$ cat config.mk
export PLATFORM = sky130hd
export DESIGN_NAME = irrigation_cycle_ctrl
export DESIGN_NICKNAME = d
export VERILOG_FILES = /design/src/rtl/irrigation_pkg.sv /design/src/rtl/moisture_debounce.sv /design/src/rtl/irrigation_cycle_ctrl.sv
export SDC_FILE = /design/constraint.sdc
export NUM_CORES = 1
export LEC_CHECK = 0
export ABC_AREA = 1
export BUFFER_PORTS_ARGS = -buffer_cell sky130_fd_sc_hd__buf_2
export CORE_ASPECT_RATIO = 2
export CORE_MARGIN = 3
export CORE_UTILIZATION = 32
export CTS_CLUSTER_DIAMETER = 150
export DETAILED_ROUTE_END_ITERATION = 8
export HOLD_SLACK_MARGIN = 0.12
export SETUP_SLACK_MARGIN = 0.02
export SLEW_MARGIN = 25
export SYNTH_ARGS = -nofsm -noshare
export SYNTH_HDL_FRONTEND = slang
export SYNTH_SLANG_ARGS = --single-unit
$ cat constraint.sdc
create_clock -name clock -period 2.05 [get_ports clock]
set_input_delay 0.41 -clock clock [delete_from_list [all_inputs] [get_ports clock]]
set_output_delay 0.41 -clock clock [all_outputs]
set_load 0.05 [all_outputs]
$ cat src/rtl/irrigation_pkg.sv
// Shared state encoding and width helper for the irrigation cycle sequencer.
package irrigation_pkg;
  localparam int STATE_W = 3;

  typedef enum logic [STATE_W-1:0] {
    IDLE  = 3'd0,
    PRIME = 3'd1,
    WATER = 3'd2,
    SOAK  = 3'd3,
    FAULT = 3'd4
  } state_e;

  // Bits needed to hold values 0..v-1.
  function automatic int clog2(input int v);
    int r;
    r = 0;
    for (int i = 0; i < 31; i++)
      if ((1 << i) < v) r = i + 1;
    return r;
  endfunction
endpackage

$ cat src/rtl/moisture_debounce.sv
// Two-flop synchronizer on the soil sensor followed by a tick-based debounce.
module moisture_debounce
  import irrigation_pkg::*;
#(
  parameter int SENSE_TICKS = 4
) (
  input  logic clock,
  input  logic preset,
  input  logic tick,
  input  logic dry_raw,
  output logic dry_stable
);
  localparam int RW = clog2(SENSE_TICKS + 1);

  logic          sync1_q, dry_s_q, stable_q;
  logic [RW-1:0] run_q;

  // A run of SENSE_TICKS disagreeing ticks flips the stable level.
  always_ff @(posedge clock or posedge preset) begin
    if (preset) begin
      sync1_q  <= 1'b0;
      dry_s_q  <= 1'b0;
      stable_q <= 1'b0;
      run_q    <= '0;
    end else begin
      sync1_q <= dry_raw;
      dry_s_q <= sync1_q;
      if (tick) begin
        if (dry_s_q != stable_q) begin
          if (run_q == RW'(SENSE_TICKS - 1)) begin
            stable_q <= dry_s_q;
            run_q    <= '0;
          end else begin
            run_q <= run_q + 1'b1;
          end
        end else begin
          run_q <= '0;
        end
      end
    end
  end

  assign dry_stable = stable_q;
endmodule

$ cat src/rtl/irrigation_cycle_ctrl.sv
// Watering-cycle sequencer: prime / water / soak with a bounded cycle count per demand.
module irrigation_cycle_ctrl
  import irrigation_pkg::*;
#(
  parameter int SENSE_TICKS = 4,
  parameter int WATER_TICKS = 10,
  parameter int SOAK_TICKS  = 5,
  parameter int MAX_CYCLES  = 3
) (
  input  logic                             clock,
  input  logic                             preset,
  input  logic                             tick,
  input  logic                             dry_raw,
  input  logic                             manual_req,
  input  logic                             stop,
  output logic                             valve_on,
  output logic                             pump_on,
  output logic                             cycle_toggle,
  output logic [clog2(MAX_CYCLES+1)-1:0]   cycles_done,
  output logic [STATE_W-1:0]               state,
  output logic                             fault
);
  localparam int CW = clog2(((WATER_TICKS > SOAK_TICKS) ? WATER_TICKS : SOAK_TICKS) + 1);
  localparam int YW = clog2(MAX_CYCLES + 1);

  logic          dry_stable;
  state_e        state_q, state_d;
  logic [CW-1:0] tcnt_q, tcnt_d;
  logic [YW-1:0] cyc_q, cyc_d;
  logic          tog_d;
  logic          valve_q, pump_q, tog_q, fault_q;

  moisture_debounce #(.SENSE_TICKS(SENSE_TICKS)) u_deb (
    .clock, .preset, .tick, .dry_raw, .dry_stable
  );

  // Down-counter preload: remaining ticks after the first one in the new state.
  function automatic logic [CW-1:0] entry_load(input state_e s);
    case (s)
      WATER:   return CW'(WATER_TICKS - 1);
      SOAK:    return CW'(SOAK_TICKS - 1);
      default: return '0;
    endcase
  endfunction

  always_comb begin
    state_d = state_q;
    tcnt_d  = tcnt_q;
    cyc_d   = cyc_q;
    tog_d   = 1'b0;
    case (state_q)
      IDLE:  if (!stop && (dry_stable || manual_req)) state_d = PRIME;
      FAULT: if (stop) begin state_d = IDLE; cyc_d = '0; end
      PRIME, WATER, SOAK: begin
        // stop wins over a same-cycle period completion
        if (stop) begin
          state_d = IDLE;
          cyc_d   = '0;
        end else if (tick) begin
          if (tcnt_q != '0) tcnt_d = tcnt_q - 1'b1;
          else begin
            case (state_q)
              PRIME: state_d = WATER;
              WATER: begin
                state_d = SOAK;
                tog_d   = 1'b1;
                cyc_d   = cyc_q + 1'b1;
              end
              default: begin
                if (!dry_stable) begin
                  state_d = IDLE;
                  cyc_d   = '0;
                end else if (cyc_q < YW'(MAX_CYCLES)) state_d = PRIME;
                else state_d = FAULT;
              end
            endcase
          end
        end
      end
      default: begin
        state_d = IDLE;
        cyc_d   = '0;
      end
    endcase
    if (state_d != state_q) tcnt_d = entry_load(state_d);
  end

  always_ff @(posedge clock or posedge preset) begin
    if (preset) begin
      state_q <= IDLE;
      tcnt_q  <= '0;
      cyc_q   <= '0;
      valve_q <= 1'b0;
      pump_q  <= 1'b0;
      tog_q   <= 1'b0;
      fault_q <= 1'b0;
    end else begin
      state_q <= state_d;
      tcnt_q  <= tcnt_d;
      cyc_q   <= cyc_d;
      valve_q <= (state_d == WATER);
      pump_q  <= (state_d == PRIME) || (state_d == WATER);
      tog_q   <= tog_d;
      fault_q <= (state_d == FAULT);
    end
  end

  assign state        = state_q;
  assign valve_on     = valve_q;
  assign pump_on      = pump_q;
  assign cycle_toggle = tog_q;
  assign cycles_done  = cyc_q;
  assign fault        = fault_q;
endmodule

==> flow_summary_export.csv <==
group,metric,value,unit
cells_and_area,stdcell_count,173,
yosys,ys_dominant_reg_cell,"sky130_fd_sc_hd__dfrtp_1",
cts,cts_repair_resize_count,0,
cells_and_area,final_instance_area,1199,µm²
setup_path,worst-r2r-setup-slack,0.29,ns
cts,ctsHoldBuffers,0,
place,routabilityCongestion,0.8724,
global_routing,grt_max_degree,20,
floorplan,floorplan.die.height,86.86,µm
yosys,postSynthCellCount,125,
cts,clkSinkCount,19,
global_routing,grt.total_usage,12.73,%
cts,cts.path.max_buffers,2,
cts,cts_made_buffers,3,
routing,first_iter_violations,30,
floorplan,core_area,3048,µm²
floorplan,floorplan.die_area,4032,µm²
global_routing,use_met2,21.86,%
yosys,synth.lib_cells_used.distinct,25,
routing,wl,2.128,mm
cts,clock_tree_from_tritoncts,"yes",
routing,vias_per_cell,4.983,
global_routing,grtUsageMet3,2.070,%
setup_path,worst-path-max-fanout,7,
setup_path,cell_occurring_most_often_along_the_worst_timing_path,"sky130_fd_sc_hd__nand2_1",
cells_and_area,flow.area_growth_from_synthesis,14.59,%
setup_path,critical_path.reg2reg.startpoint,"tcnt_q[0]",
min_path,timing.hold.worst.start,"dry_raw",
routing,vias,862,
routing,routed_wire_length_per_instance,12.30,µm
place,placement.io_buffers,14,
cells_and_area,drive_above_1_share,21.68,%
setup_path,crit_arrival,1.92,ns
cells_and_area,nNetsFinal,154,
routing,drt-pass1-iter-count,4,
timing,final.setup.tns,0,ns
cells_and_area,insertedDiodeCount,0,
cts,path_clk_slew,0.07,ns
power_and_ir_drop,leakagePower,0.6427,nW
timing,rsz0062_at_grt,"no",
min_path,type_of_the_tightest_min_delay_check,"in -> reg",
timing,final_min_period_over_clock_period,86.10,%
setup_path,crit-reg2reg-capture,"tcnt_q[2]",
floorplan,fp.dieW,46.43,µm
yosys,synthesis.area_per_instance,8.368,µm²
yosys,syn-num-nets,135,
yosys,post_synth_instance_area,1046,µm²
place,place_worst_setup_slack,0.2832,ns
cts,postCtsSetupRepairBufs,0,
setup_path,critPathKind,"reg -> reg",
yosys,count_of_flip_flops_with_a_built_in_enable_after_synthesis,0,
timing,timing.clock.skew,0.003432,ns
timing,relSlewSlack,51.05,%
cts,cts_root_buf,"sky130_fd_sc_hd__clkbuf_8",
routing,drtAntennaViolNets,0,
global_routing,grt_first_pass_wirelength,3.739,mm
place,dp_hpwl,1.676,mm
yosys,synth-async-reset-ratio,100.0,%
power_and_ir_drop,power.density_cell_area,1451,nW/µm²
setup_path,worstSetupStartpointType,"flop",
power_and_ir_drop,power.switching_fraction,47.25,%
yosys,synthesis.yosys.warnings,0,
timing,setup_ws,0.2850,ns
status,status,"completed",
power_and_ir_drop,ir_drop,0.5173,mV
timing,tightest_slew,0.7335,ns
cts,cts_htree_levels,1,
flow_run,max_cap_viols,0,
global_routing,globalRouteOverflowTotal,0,
timing,fmax,566.6,MHz
min_path,whs_endpoint,"u_deb.sync1_q",
power_and_ir_drop,net_switching,821.9,µW
setup_path,timing.critical_path.slowest_stage_cell,"sky130_fd_sc_hd__dfrtp_1",
min_path,whs_path_depth,1,
floorplan,row_count,28,
timing,finalCriticalPeriod,1.765,ns
global_routing,number_of_antenna_violations_at_the_first_check_in_global_routing,0,
power_and_ir_drop,share_comb_of_total_power,51.5,%
setup_path,worstSetupEndpointType,"flop",
cts,clk_latency_worst_skew_pair,0.26,ns
setup_path,timing.critical_path.slowest_cell_delay,0.39,ns
power_and_ir_drop,power_internal,917.7,µW
yosys,synth.yosys.seq_area_share,45.45,%
power_and_ir_drop,power.share.sequential,33.2,%
setup_path,reg2reg_depth,13,
setup_path,cp_data_required_time,2.21,ns
global_routing,first_global_vias,909,
place,dpl_cells,169,
routing,remaining_drc_errors,0,
timing,final-setup-viol-count,0,
global_routing,gr-max-usage-layer,"met2",
power_and_ir_drop,power,1.740,mW
place,placement.cell_area,1154,µm²
yosys,yosys_register_bits,19,
power_and_ir_drop,clkPwrFrac,15.3,%
floorplan,floorplan.io_pins,15,
timing,finalHoldViolations,0,
cells_and_area,final.fill_count,326,
setup_path,cell_chain_critical_path,"inv_1 -> ha_1 -> nand3_4 -> nor2_2 -> nand2_1 -> nand2_1 -> nand2_1 -> nand2_2 -> nand2_2 -> nand3_1 -> nand2_1 -> nand2_1 -> inv_1",
timing,fin_max_slew_vios,0,
floorplan,initial_util,34.32,%
global_routing,global_route.usage.met1,12.61,%
[logic make-up after synthesis]
| group | Yosys count | share of synthesized area [%] |
|---|---|---|
| AND/OR/NAND/NOR | 58 | 27.99 |
| buffers and inverters | 23 | 8.254 |
| flip-flops | 19 | 45.45 |
| AO/OA/AOI/OAI | 16 | 9.330 |
| XOR/XNOR | 5 | 4.186 |
| adder cells (fa/ha/maj) | 4 | 4.785 |
[registers in the layout (all words and copies together), names as in the netlist]
name	cells
valve_on	1
fault	1
u_deb.dry_stable	1
pump_on	1
tcnt_q	4
cycles_done	2
u_deb.run_q	3
u_deb.sync1_q	1
cycle_toggle	1
u_deb.dry_s_q	1
state	3
[synth_stat cells, types with 2 or more instances]
library cell              number  area, µm²
sky130_fd_sc_hd__dfrtp_1      19      475.5
sky130_fd_sc_hd__nand2_2       2      12.51
sky130_fd_sc_hd__nand4_1       3      18.77
sky130_fd_sc_hd__xor2_1        4      35.03
sky130_fd_sc_hd__nor2_1        8      30.03
sky130_fd_sc_hd__nand3_1       6      30.03
sky130_fd_sc_hd__nand2_1      30      112.6
sky130_fd_sc_hd__ha_1          4      50.05
sky130_fd_sc_hd__nor2_2        3      18.77
sky130_fd_sc_hd__inv_2         2      7.510
sky130_fd_sc_hd__nand3_2       2      20.02
sky130_fd_sc_hd__o21ai_1       5      25.02
sky130_fd_sc_hd__inv_1        21      78.83
sky130_fd_sc_hd__a21oi_1       3      15.01
sky130_fd_sc_hd__o21ai_0       3      15.01
[cells in the final DEF, fill, tap and decap left out, types with 2 or more instances in the layout]
cell / n
sky130_fd_sc_hd__nor2_2: 3
sky130_fd_sc_hd__clkbuf_8: 3
sky130_fd_sc_hd__nand2_2: 2
sky130_fd_sc_hd__nand3_2: 2
sky130_fd_sc_hd__inv_2: 2
sky130_fd_sc_hd__a21oi_1: 3
sky130_fd_sc_hd__o21ai_0: 3
sky130_fd_sc_hd__xor2_1: 4
sky130_fd_sc_hd__nand4_1: 3
sky130_fd_sc_hd__nand2_1: 30
sky130_fd_sc_hd__inv_1: 21
sky130_fd_sc_hd__nand3_1: 6
sky130_fd_sc_hd__o21ai_1: 5
sky130_fd_sc_hd__nor2_1: 8
sky130_fd_sc_hd__dfrtp_1: 19
sky130_fd_sc_hd__ha_1: 4
sky130_fd_sc_hd__buf_2: 14
[metrics by stage]
step	hold WS, ns	utilization (%)
floorplan	0.3312	-
global placement	0.3341	37.85
detailed placement	0.3410	37.85
CTS	0.2486	39.33
global route	0.2488	39.33
finish	0.2552	39.33
[worst max-delay path: cells and delay by family (launching register included)]
family | cells | cell delay [ns]
adders and majority gates | 1 | 0.22
buffers and inverters | 2 | 0.14
DFF | 1 | 0.39
and+or+nand+nor | 10 | 0.91
[worst max-delay path by stage]
stage              start         to  cells after the start  slack [ns]
2_1_floorplan   state[0]  tcnt_q[3]                     13        0.29
3_3_place_gp   tcnt_q[0]  tcnt_q[2]                     11        0.36
3_5_place_dp   tcnt_q[0]  tcnt_q[2]                     13        0.28
4_1_cts        tcnt_q[0]  tcnt_q[2]                     13        0.27
5_1_grt        tcnt_q[0]  tcnt_q[2]                     13        0.09
6_report       tcnt_q[0]  tcnt_q[2]                     13        0.29
[power groups by stage]
stage	Clock, mW	Sequential, mW	Combinational (mW)
global placement	0	0.580	0.873
CTS	0.277	0.578	0.903
finish	0.266	0.577	0.897
floorplan	0	0.687	0.605
detailed placement	0	0.585	0.900
global route	0.298	0.595	1.01
[routing by layer]
layer | part of all wire (%) | vias to the layer above | wire length (µm)
met2 | 54 | 16 | 1158
li1 | - | 429 | -
met5 | 0 | - | 0
met3 | 2.4 | 11 | 51
met1 | 38 | 406 | 805
met4 | 5.3 | 0 | 113
[final cells by class]
cell class                 count  area (µm²)  area share (%)
clock buffer                   4       45.04           3.758
tap                           30       37.54           3.132
multi-input combinational     83       484.2           40.40
timing repair buffer          14       70.07           5.846
inverter                      23       86.33           7.203
sequential                    19       475.5           39.67
Note: power is estimated with default switching activity, not from simulation.
